[src/rtl/fir_out_requant.sv]
// fir_out_requant
//   Sink-side companion to fir_filter. Decimates the signed filter output
//   stream, rounds (half-up) and saturates each kept value to OUT_W bits, and
//   buffers the results in a small FIFO with a valid/ready handshake.
//   The upstream filter cannot be stalled, so a full FIFO drops words and
//   records the event instead of applying backpressure.
//
//   Pipeline: input/accumulator stage -> requant stage -> FIFO with a
//   registered head word. A kept sample sampled at edge N is visible on
//   out_data_o with out_valid_o=1 after edge N+2 when the FIFO was empty.
//
//   Optional feature macro: FIR_OUT_REQUANT_AVG_EN
//     defined   : every DECIM-sample frame is summed and the sum is
//                 requantized with shift SHIFT+log2(DECIM).
//     undefined : the phase-0 sample of each frame is kept.
//
// Ports
//   clk_i         rising-edge clock
//   reset_i       synchronous active-high reset
//   in_valid_i    y_in_i carries a new sample this cycle
//   y_in_i        signed IN_W-bit filter sample
//   out_valid_o   out_data_o holds a valid word (FIFO non-empty)
//   out_ready_i   downstream accepts the word when out_valid_o is high
//   out_data_o    signed OUT_W-bit requantized sample
//   ovf_sticky_o  set when a word is dropped on a full FIFO
//   drop_count_o  saturating count of dropped words
//   sat_flag_o    high while the requant stage holds a clipped result
module fir_out_requant #(
  parameter int IN_W       = 16,
  parameter int OUT_W      = 8,
  parameter int SHIFT      = 4,
  parameter int DECIM      = 2,
  parameter int FIFO_DEPTH = 4
) (
  input  logic                    clk_i,
  input  logic                    reset_i,
  input  logic                    in_valid_i,
  input  logic signed [IN_W-1:0]  y_in_i,
  output logic                    out_valid_o,
  input  logic                    out_ready_i,
  output logic signed [OUT_W-1:0] out_data_o,
  output logic                    ovf_sticky_o,
  output logic [7:0]              drop_count_o,
  output logic                    sat_flag_o
);

  localparam int LOGD = (DECIM > 1) ? $clog2(DECIM) : 0;
  localparam int PH_W = (DECIM > 1) ? LOGD : 1;
  localparam int AW   = $clog2(FIFO_DEPTH);
`ifdef FIR_OUT_REQUANT_AVG_EN
  localparam int ACC_W = IN_W + LOGD;
  localparam int ESH   = SHIFT + LOGD;
`else
  localparam int ACC_W = IN_W;
  localparam int ESH   = SHIFT;
`endif

  localparam logic [PH_W-1:0]     PH_LAST  = PH_W'(DECIM - 1);
  localparam logic [PH_W-1:0]     PH_ZERO  = {PH_W{1'b0}};
  localparam logic signed [ACC_W:0] RND     = (ACC_W + 1)'(2 ** (ESH - 1));
  localparam logic signed [ACC_W:0] SAT_MAX = (ACC_W + 1)'(2 ** (OUT_W - 1) - 1);
  localparam logic signed [ACC_W:0] SAT_MIN = (ACC_W + 1)'(-(2 ** (OUT_W - 1)));

  // Round half-up, arithmetic shift, clip. Returns {clipped, value}.
  function automatic logic [OUT_W:0] requant(input logic signed [ACC_W-1:0] v);
    logic signed [ACC_W:0] ext;
    logic signed [ACC_W:0] t;
    logic [OUT_W:0]        r;
    ext = {v[ACC_W-1], v};
    t   = (ext + RND) >>> ESH;
    if (t > SAT_MAX) begin
      r = {1'b1, SAT_MAX[OUT_W-1:0]};
    end else if (t < SAT_MIN) begin
      r = {1'b1, SAT_MIN[OUT_W-1:0]};
    end else begin
      r = {1'b0, t[OUT_W-1:0]};
    end
    return r;
  endfunction

  logic [PH_W-1:0]         phase_q, phase_d;
  logic                    s0_vld_q, s0_vld_d;
  logic signed [ACC_W-1:0] s0_val_q, s0_val_d;   // kept sample, or frame accumulator
  logic                    st_vld_q, st_vld_d;
  logic [OUT_W-1:0]        st_data_q, st_data_d;
  logic                    st_sat_q, st_sat_d;
  logic [AW:0]             wr_q, wr_d, rd_q, rd_d;
  logic [OUT_W-1:0]        mem_q [FIFO_DEPTH];
  logic [OUT_W-1:0]        head_q, head_d;
  logic                    out_valid_q, out_valid_d;
  logic                    ovf_q, ovf_d;
  logic [7:0]              drop_q, drop_d;
  logic [OUT_W:0]          rq_s;
  logic                    full_s, pop_s, push_s, drop_s;

  // Next-state logic for decimation, requant stage and FIFO bookkeeping.
  always_comb begin
    phase_d     = phase_q;
    s0_vld_d    = 1'b0;
    s0_val_d    = s0_val_q;
    st_vld_d    = 1'b0;
    st_data_d   = st_data_q;
    st_sat_d    = 1'b0;
    wr_d        = wr_q;
    rd_d        = rd_q;
    head_d      = head_q;
    out_valid_d = 1'b0;
    ovf_d       = ovf_q;
    drop_d      = drop_q;
    rq_s        = requant(s0_val_q);

    if (in_valid_i) begin
      if (phase_q == PH_LAST) begin
        phase_d = PH_ZERO;
      end else begin
        phase_d = phase_q + PH_W'(1);
      end
    end else begin
      phase_d = phase_q;
    end

`ifdef FIR_OUT_REQUANT_AVG_EN
    // Phase 0 restarts the sum; the frame is handed on once its last sample is in.
    if (in_valid_i) begin
      if (phase_q == PH_ZERO) begin
        s0_val_d = ACC_W'(y_in_i);
      end else begin
        s0_val_d = s0_val_q + ACC_W'(y_in_i);
      end
      s0_vld_d = (phase_q == PH_LAST);
    end else begin
      s0_val_d = s0_val_q;
      s0_vld_d = 1'b0;
    end
`else
    if (in_valid_i && (phase_q == PH_ZERO)) begin
      s0_vld_d = 1'b1;
      s0_val_d = y_in_i;
    end else begin
      s0_vld_d = 1'b0;
      s0_val_d = s0_val_q;
    end
`endif

    st_vld_d = s0_vld_q;
    if (s0_vld_q) begin
      st_data_d = rq_s[OUT_W-1:0];
      st_sat_d  = rq_s[OUT_W];
    end else begin
      st_data_d = st_data_q;
      st_sat_d  = 1'b0;
    end

    full_s = (wr_q[AW] != rd_q[AW]) && (wr_q[AW-1:0] == rd_q[AW-1:0]);
    pop_s  = out_valid_q && out_ready_i;
    push_s = st_vld_q && (!full_s || pop_s);
    drop_s = st_vld_q && full_s && !pop_s;

    if (push_s) begin
      wr_d = wr_q + (AW + 1)'(1);
    end else begin
      wr_d = wr_q;
    end
    if (pop_s) begin
      rd_d = rd_q + (AW + 1)'(1);
    end else begin
      rd_d = rd_q;
    end

    // The head word is registered; when the incoming word lands at the new
    // read slot it bypasses the memory.
    if (push_s && (wr_q[AW-1:0] == rd_d[AW-1:0])) begin
      head_d = st_data_q;
    end else begin
      head_d = mem_q[rd_d[AW-1:0]];
    end
    out_valid_d = (wr_d != rd_d);

    ovf_d = ovf_q | drop_s;
    if (drop_s && (drop_q != 8'hFF)) begin
      drop_d = drop_q + 8'd1;
    end else begin
      drop_d = drop_q;
    end
  end

  // Pipeline, pointer and status registers.
  always_ff @(posedge clk_i) begin
    if (reset_i) begin
      phase_q     <= PH_ZERO;
      s0_vld_q    <= 1'b0;
      s0_val_q    <= {ACC_W{1'b0}};
      st_vld_q    <= 1'b0;
      st_data_q   <= {OUT_W{1'b0}};
      st_sat_q    <= 1'b0;
      wr_q        <= {(AW + 1){1'b0}};
      rd_q        <= {(AW + 1){1'b0}};
      head_q      <= {OUT_W{1'b0}};
      out_valid_q <= 1'b0;
      ovf_q       <= 1'b0;
      drop_q      <= 8'd0;
    end else begin
      phase_q     <= phase_d;
      s0_vld_q    <= s0_vld_d;
      s0_val_q    <= s0_val_d;
      st_vld_q    <= st_vld_d;
      st_data_q   <= st_data_d;
      st_sat_q    <= st_sat_d;
      wr_q        <= wr_d;
      rd_q        <= rd_d;
      head_q      <= head_d;
      out_valid_q <= out_valid_d;
      ovf_q       <= ovf_d;
      drop_q      <= drop_d;
    end
  end

  // FIFO storage.
  always_ff @(posedge clk_i) begin
    if (reset_i) begin
      for (int i = 0; i < FIFO_DEPTH; i++) begin
        mem_q[i] <= {OUT_W{1'b0}};
      end
    end else if (push_s) begin
      mem_q[wr_q[AW-1:0]] <= st_data_q;
    end else begin
      mem_q[wr_q[AW-1:0]] <= mem_q[wr_q[AW-1:0]];
    end
  end

  assign out_valid_o  = out_valid_q;
  assign out_data_o   = head_q;
  assign ovf_sticky_o = ovf_q;
  assign drop_count_o = drop_q;
  assign sat_flag_o   = st_sat_q;

endmodule

[config.mk]
export PLATFORM = sky130hd
export DESIGN_NAME = fir_out_requant
export DESIGN_NICKNAME = d
export VERILOG_FILES = /design/src/rtl/fir_out_requant.sv
export SDC_FILE = /design/constraint.sdc
export NUM_CORES = 1
export LEC_CHECK = 0
export ABC_CLOCK_PERIOD_IN_PS = 2400
export BUFFER_PORTS_ARGS = -buffer_cell sky130_fd_sc_hd__buf_2
export CAP_MARGIN = 20
export CORE_ASPECT_RATIO = 1.75
export CORE_MARGIN = 1
export CORE_UTILIZATION = 50
export CTS_CLUSTER_DIAMETER = 150
export DETAILED_ROUTE_END_ITERATION = 16
export PLACE_DENSITY = 0.69
export SYNTH_ARGS = -nofsm -noshare
export SYNTH_HDL_FRONTEND = slang
export SYNTH_SLANG_ARGS = --single-unit
export TNS_END_PERCENT = 10
[constraint.sdc]
create_clock -name clk_i -period 2.4 [get_ports clk_i]
set_input_delay 0.24 -clock clk_i [delete_from_list [all_inputs] [get_ports clk_i]]
set_output_delay 0.24 -clock clk_i [all_outputs]
set_load 0.01 [all_outputs]
==> impl_results.html <==
<table>
<tr><th>Metric</th><th>Value</th></tr>
<tr><th colspan="2">Global route</th></tr>
<tr><td>Via count of the first global-routing pass</td><td>2439</td></tr>
<tr><td>Total gr overflow</td><td>0</td></tr>
<tr><td>Wire length of the first global-routing pass</td><td>11600 µm</td></tr>
<tr><td>GRT Resource Usage Total</td><td>0.205</td></tr>
<tr><td>Maximum number of pins on one net before global-route repair</td><td>53</td></tr>
<tr><td>Number of antenna violations at the first check in global routing</td><td>0</td></tr>
<tr><th colspan="2">Placed design</th></tr>
<tr><td>Input/output buffers</td><td>35</td></tr>
<tr><td>Placed standard-cell area</td><td>around 4100 µm²</td></tr>
<tr><td>HPWL after DPL</td><td>4920 µm</td></tr>
<tr><td>Final GP Congestion</td><td>0.799</td></tr>
<tr><th colspan="2">Final layout</th></tr>
<tr><td>Layout net count</td><td>around 400</td></tr>
<tr><td>Diodes inserted</td><td>0</td></tr>
<tr><td>Layout-stage area growth over the synthesis result</td><td>16.2%</td></tr>
<tr><td>Final non-filler cell area</td><td>around 4400 µm²</td></tr>
<tr><td>Number of inserted filler cells in the final layout</td><td>around 600</td></tr>
<tr><td>Fraction of layout cells with a size suffix above 1</td><td>0.230</td></tr>
<tr><td>Core utilization of the finished layout</td><td>0.605</td></tr>
<tr><th colspan="2">Timing</th></tr>
<tr><td>Actual transition at the worst max-transition pin</td><td>about 0.8 ns</td></tr>
<tr><td>Tcrit/Tclk final</td><td>0.856</td></tr>
<tr><td>Count of endpoints failing setup in the final report</td><td>0</td></tr>
<tr><td>Count of final max-slew check failures</td><td>0</td></tr>
<tr><td>Minimum clock period after layout</td><td>approximately 2 ns</td></tr>
<tr><td>Setup Total Neg Slack</td><td>0 ns</td></tr>
<tr><td>Maximum clock skew at final layout</td><td>about 0.0083 ns</td></tr>
<tr><td>Unrepaired setup endpoints after global routing</td><td>false</td></tr>
<tr><td>Number of hold violations in the final report</td><td>0</td></tr>
<tr><td>Fmax</td><td>approximately 0.49 GHz</td></tr>
<tr><td>Worst relative slew slack</td><td>0.462</td></tr>
<tr><th colspan="2">Setup path</th></tr>
<tr><td>Endpoint kind of the worst setup timing path</td><td>flip-flop</td></tr>
<tr><td>R2R Path Start</td><td>out_valid_o</td></tr>
<tr><td>Data arrival time of the worst path</td><td>around 2.3 ns</td></tr>
<tr><td>R2R cell count</td><td>4</td></tr>
<tr><td>Critical path fanouts, max</td><td>9</td></tr>
<tr><td>CP startpoint kind</td><td>flip-flop</td></tr>
<tr><td>Critical R2R Capture</td><td>out_data_o[7]</td></tr>
<tr><td>Worst reg-to-reg setup slack</td><td>around 0.35 ns</td></tr>
<tr><td>Worst Path Class, Setup</td><td>reg -&gt; reg</td></tr>
<tr><td>Endpoint required time on the critical path</td><td>around 2.6 ns</td></tr>
<tr><th colspan="2">Route</th></tr>
<tr><td>DRT iter0 DRCs</td><td>114</td></tr>
<tr><td>Final routed wire length divided by cell count</td><td>14.8 µm</td></tr>
<tr><td>Routed via count divided by cell count</td><td>5.46</td></tr>
<tr><td>Total wire length</td><td>between 6000 and 7000 µm</td></tr>
<tr><td>Total via count after detailed routing</td><td>between 2000 and 3000</td></tr>
<tr><td>Post-route DRC violation count</td><td>0</td></tr>
<tr><td>DR pass1 iterations</td><td>4</td></tr>
<tr><td>Antenna viol nets, final</td><td>0</td></tr>
<tr><th colspan="2">Clock tree</th></tr>
<tr><td>Post-CTS Hold Buffers</td><td>0</td></tr>
<tr><td>Post-CTS Setup Bufs</td><td>0</td></tr>
<tr><td>Post-cts sizing count</td><td>0</td></tr>
<tr><td>Clock tree from TritonCTS</td><td>done</td></tr>
<tr><td>Clock-pin slew on the worst setup and hold paths</td><td>0.06 ns</td></tr>
<tr><td>Clock Latency Late Sink</td><td>about 0.34 ns</td></tr>
<tr><td>Longest Clk Path Bufs</td><td>2</td></tr>
<tr><td>Sinks on the clock net</td><td>81</td></tr>
<tr><td>Number of levels the H-tree was split into</td><td>3</td></tr>
<tr><td>Clock buffer count from CTS</td><td>9</td></tr>
<tr><td>Clock tree root buffer cell</td><td>clkbuf_16</td></tr>
<tr><th colspan="2">Floorplanning</th></tr>
<tr><td>Core box area</td><td>between 7000 and 8000 µm²</td></tr>
<tr><td>Row Count</td><td>about 40</td></tr>
<tr><td>Floorplan die area</td><td>approximately 8000 µm²</td></tr>
<tr><td>Chip height</td><td>~120 µm</td></tr>
<tr><td>I/O pin cnt</td><td>39</td></tr>
<tr><td>Starting Density</td><td>0.521</td></tr>
<tr><td>Chip Width</td><td>67.8 µm</td></tr>
<tr><th colspan="2">Yosys</th></tr>
<tr><td>Count of synthesis-stage warnings from yosys</td><td>0</td></tr>
<tr><td>Share of synthesized area spent on multiplexers</td><td>0.0624</td></tr>
<tr><td>Number of different library cells in the post-synthesis netlist</td><td>between 50 and 60</td></tr>
<tr><td>Post-Synthesis Net Count</td><td>between 300 and 400</td></tr>
<tr><td>Post-synthesis adder-cell area fraction</td><td>0.0132</td></tr>
<tr><td>Flip-flop cell with the highest count after synthesis</td><td>dfxtp_1</td></tr>
<tr><td>Number of instances in the synthesized netlist</td><td>between 300 and 400</td></tr>
<tr><td>Sequential cell area fraction in the yosys report</td><td>0.512</td></tr>
<tr><td>Number of synthesized flops with an enable pin</td><td>32</td></tr>
<tr><td>Area of the mapped netlist</td><td>~3800 µm²</td></tr>
<tr><td>Dominant combinational cell family by area after synthesis</td><td>simple AND/OR/NAND/NOR gates</td></tr>
<tr><td>XOR/XNOR share of the synthesized area</td><td>0.0663</td></tr>
<tr><td>Basic-gate share of the synthesized area counting and, or, nand and nor cells</td><td>0.214</td></tr>
<tr><td>Async set-reset flop share out of synthesis</td><td>0</td></tr>
<tr><td>Post-synthesis compound-gate area fraction</td><td>0.110</td></tr>
<tr><td>Syn Area/Cell</td><td>roughly 11 µm²</td></tr>
<tr><td>Post-synthesis register bit count</td><td>just over 80</td></tr>
<tr><th colspan="2">Hold path</th></tr>
<tr><td>Launch instance of the worst min-delay path</td><td>y_in_i[13]</td></tr>
<tr><td>End point of the most critical hold path</td><td>s0_val_q[13]</td></tr>
<tr><td>Path class of the lowest-slack min-delay path</td><td>in -&gt; reg</td></tr>
<tr><td>Worst hold path depth</td><td>3</td></tr>
<tr><th colspan="2">Run status</th></tr>
<tr><td>Result of the run</td><td>finished, final reports clean</td></tr>
<tr><th colspan="2">Power</th></tr>
<tr><td>Leakage power summed over all cells</td><td>around 0.0017 µW</td></tr>
<tr><td>Total power per unit cell area</td><td>between 700 and 800 nW/µm²</td></tr>
<tr><td>Largest vdd supply drop</td><td>0.453 mV</td></tr>
<tr><th colspan="2">Flow run</th></tr>
<tr><td>Max-capacitance violation count</td><td>0</td></tr>
</table>
-- registers in the layout, summed over array words and instances (netlist names) --
name and cells:
wr_q 3, drop_count_o 8, mem_q 32, out_valid_o 1, out_data_o 8, st_vld_q 1
sat_flag_o 1, rd_q 3, s0_vld_q 1, phase_q 1, s0_val_q 13, st_data_q 8
ovf_sticky_o 1
-- layout by cell type (no fill, tap or decap), drive strengths merged, types with 11 or more instances in the layout --
cell and instances:
dfxtp 49, buf 44, nand2 41, edfxtp 32
and2 26, nor2 26, a21oi 20, clkbuf 12
xnor2 11
-- cells in the mapped netlist (all sizes together) (3+ instances only) --
cell type / instances / area (µm²)
a22o: 8 / 70.1
nand3: 10 / 55.1
or2: 4 / 25.0
nand4: 3 / 33.8
xnor2: 11 / 138
inv: 4 / 15.0
or3: 6 / 37.5
clkbuf: 8 / 30.0
dfxtp: 49 / 981
o32ai: 7 / 61.3
nor4: 3 / 48.8
mux4: 8 / 191
nor3: 3 / 20.0
a21oi: 20 / 100
and2: 26 / 163
and3: 10 / 62.6
ha: 4 / 50.1
xor2: 7 / 68.8
nor2b: 3 / 18.8
nor2: 26 / 97.6
nand2b: 3 / 18.8
edfxtp: 32 / 961
nand2: 41 / 154
buf: 8 / 41.3
mux2i: 3 / 30.0
-- worst max-delay path, stage by stage (launching register included) --
cell and delay [ns]:
dfxtp_1 0.34, and2_1 0.20, xnor2_2 0.59, mux4_2 0.59, a22o_1 0.24
-- cell type report --
cell class / count / area [µm²] / area share
multi-input combinational: 234 / 1760 / 0.400
clock inverter: 4 / 76.3 / 0.0173
timing repair buffer: 44 / 243 / 0.0551
clock buffer: 12 / 258 / 0.0585
tap: 86 / 108 / 0.0244
inverter: 4 / 15.0 / 0.00341
sequential: 81 / 1940 / 0.441
-- per-stage QoR --
step	hold WS [ns]	cells	total power, µW	setup WS (ns)
3_3_place_gp	0.467	449	1870	0.342
4_1_cts	0.127	465	3390	0.322
2_1_floorplan	0.376	335	1790	0.497
3_5_place_dp	0.472	449	1880	0.308
6_report	0.137	465	3350	0.345
5_1_grt	0.130	465	3480	0.215
-- cell families after synthesis --
kind of cell,count (synthesis)
AO/OA/AOI/OAI,52
XOR/XNOR,20
adder cells (fa/ha/maj),4
buffers and inverters,20
flip-flops,81
multiplexers,12
AND/OR/NAND/NOR,146
-- metal layers --
metal	up-vias	part of all wire	global-route usage
met1	1181	0.39	0.218
met3	15	0.026	0.0446
li1	1303	-	-
met2	40	0.55	0.360
met5	-	0	0
met4	0	0.034	0.119
-- power breakdown --
group | total [µW] | internal [µW] | switching, µW
clock network | 1510 | 976 | 530
logic | 290 | 136 | 153
registers | 1550 | 1500 | 54.1
-- worst max-delay path by stage --
| stage | slack [ns] | from | endpoint |
|---|---|---|---|
| global route | 0.21 | out_valid_o | out_data_o[6] |
| CTS | 0.32 | out_valid_o | out_data_o[7] |
| detailed placement | 0.31 | out_ready_i | out_data_o[7] |
| floorplan | 0.50 | out_valid_o | out_data_o[0] |
| finish | 0.35 | out_valid_o | out_data_o[7] |
| global placement | 0.34 | out_ready_i | out_data_o[5] |
(Power assumes the default switching activity.)
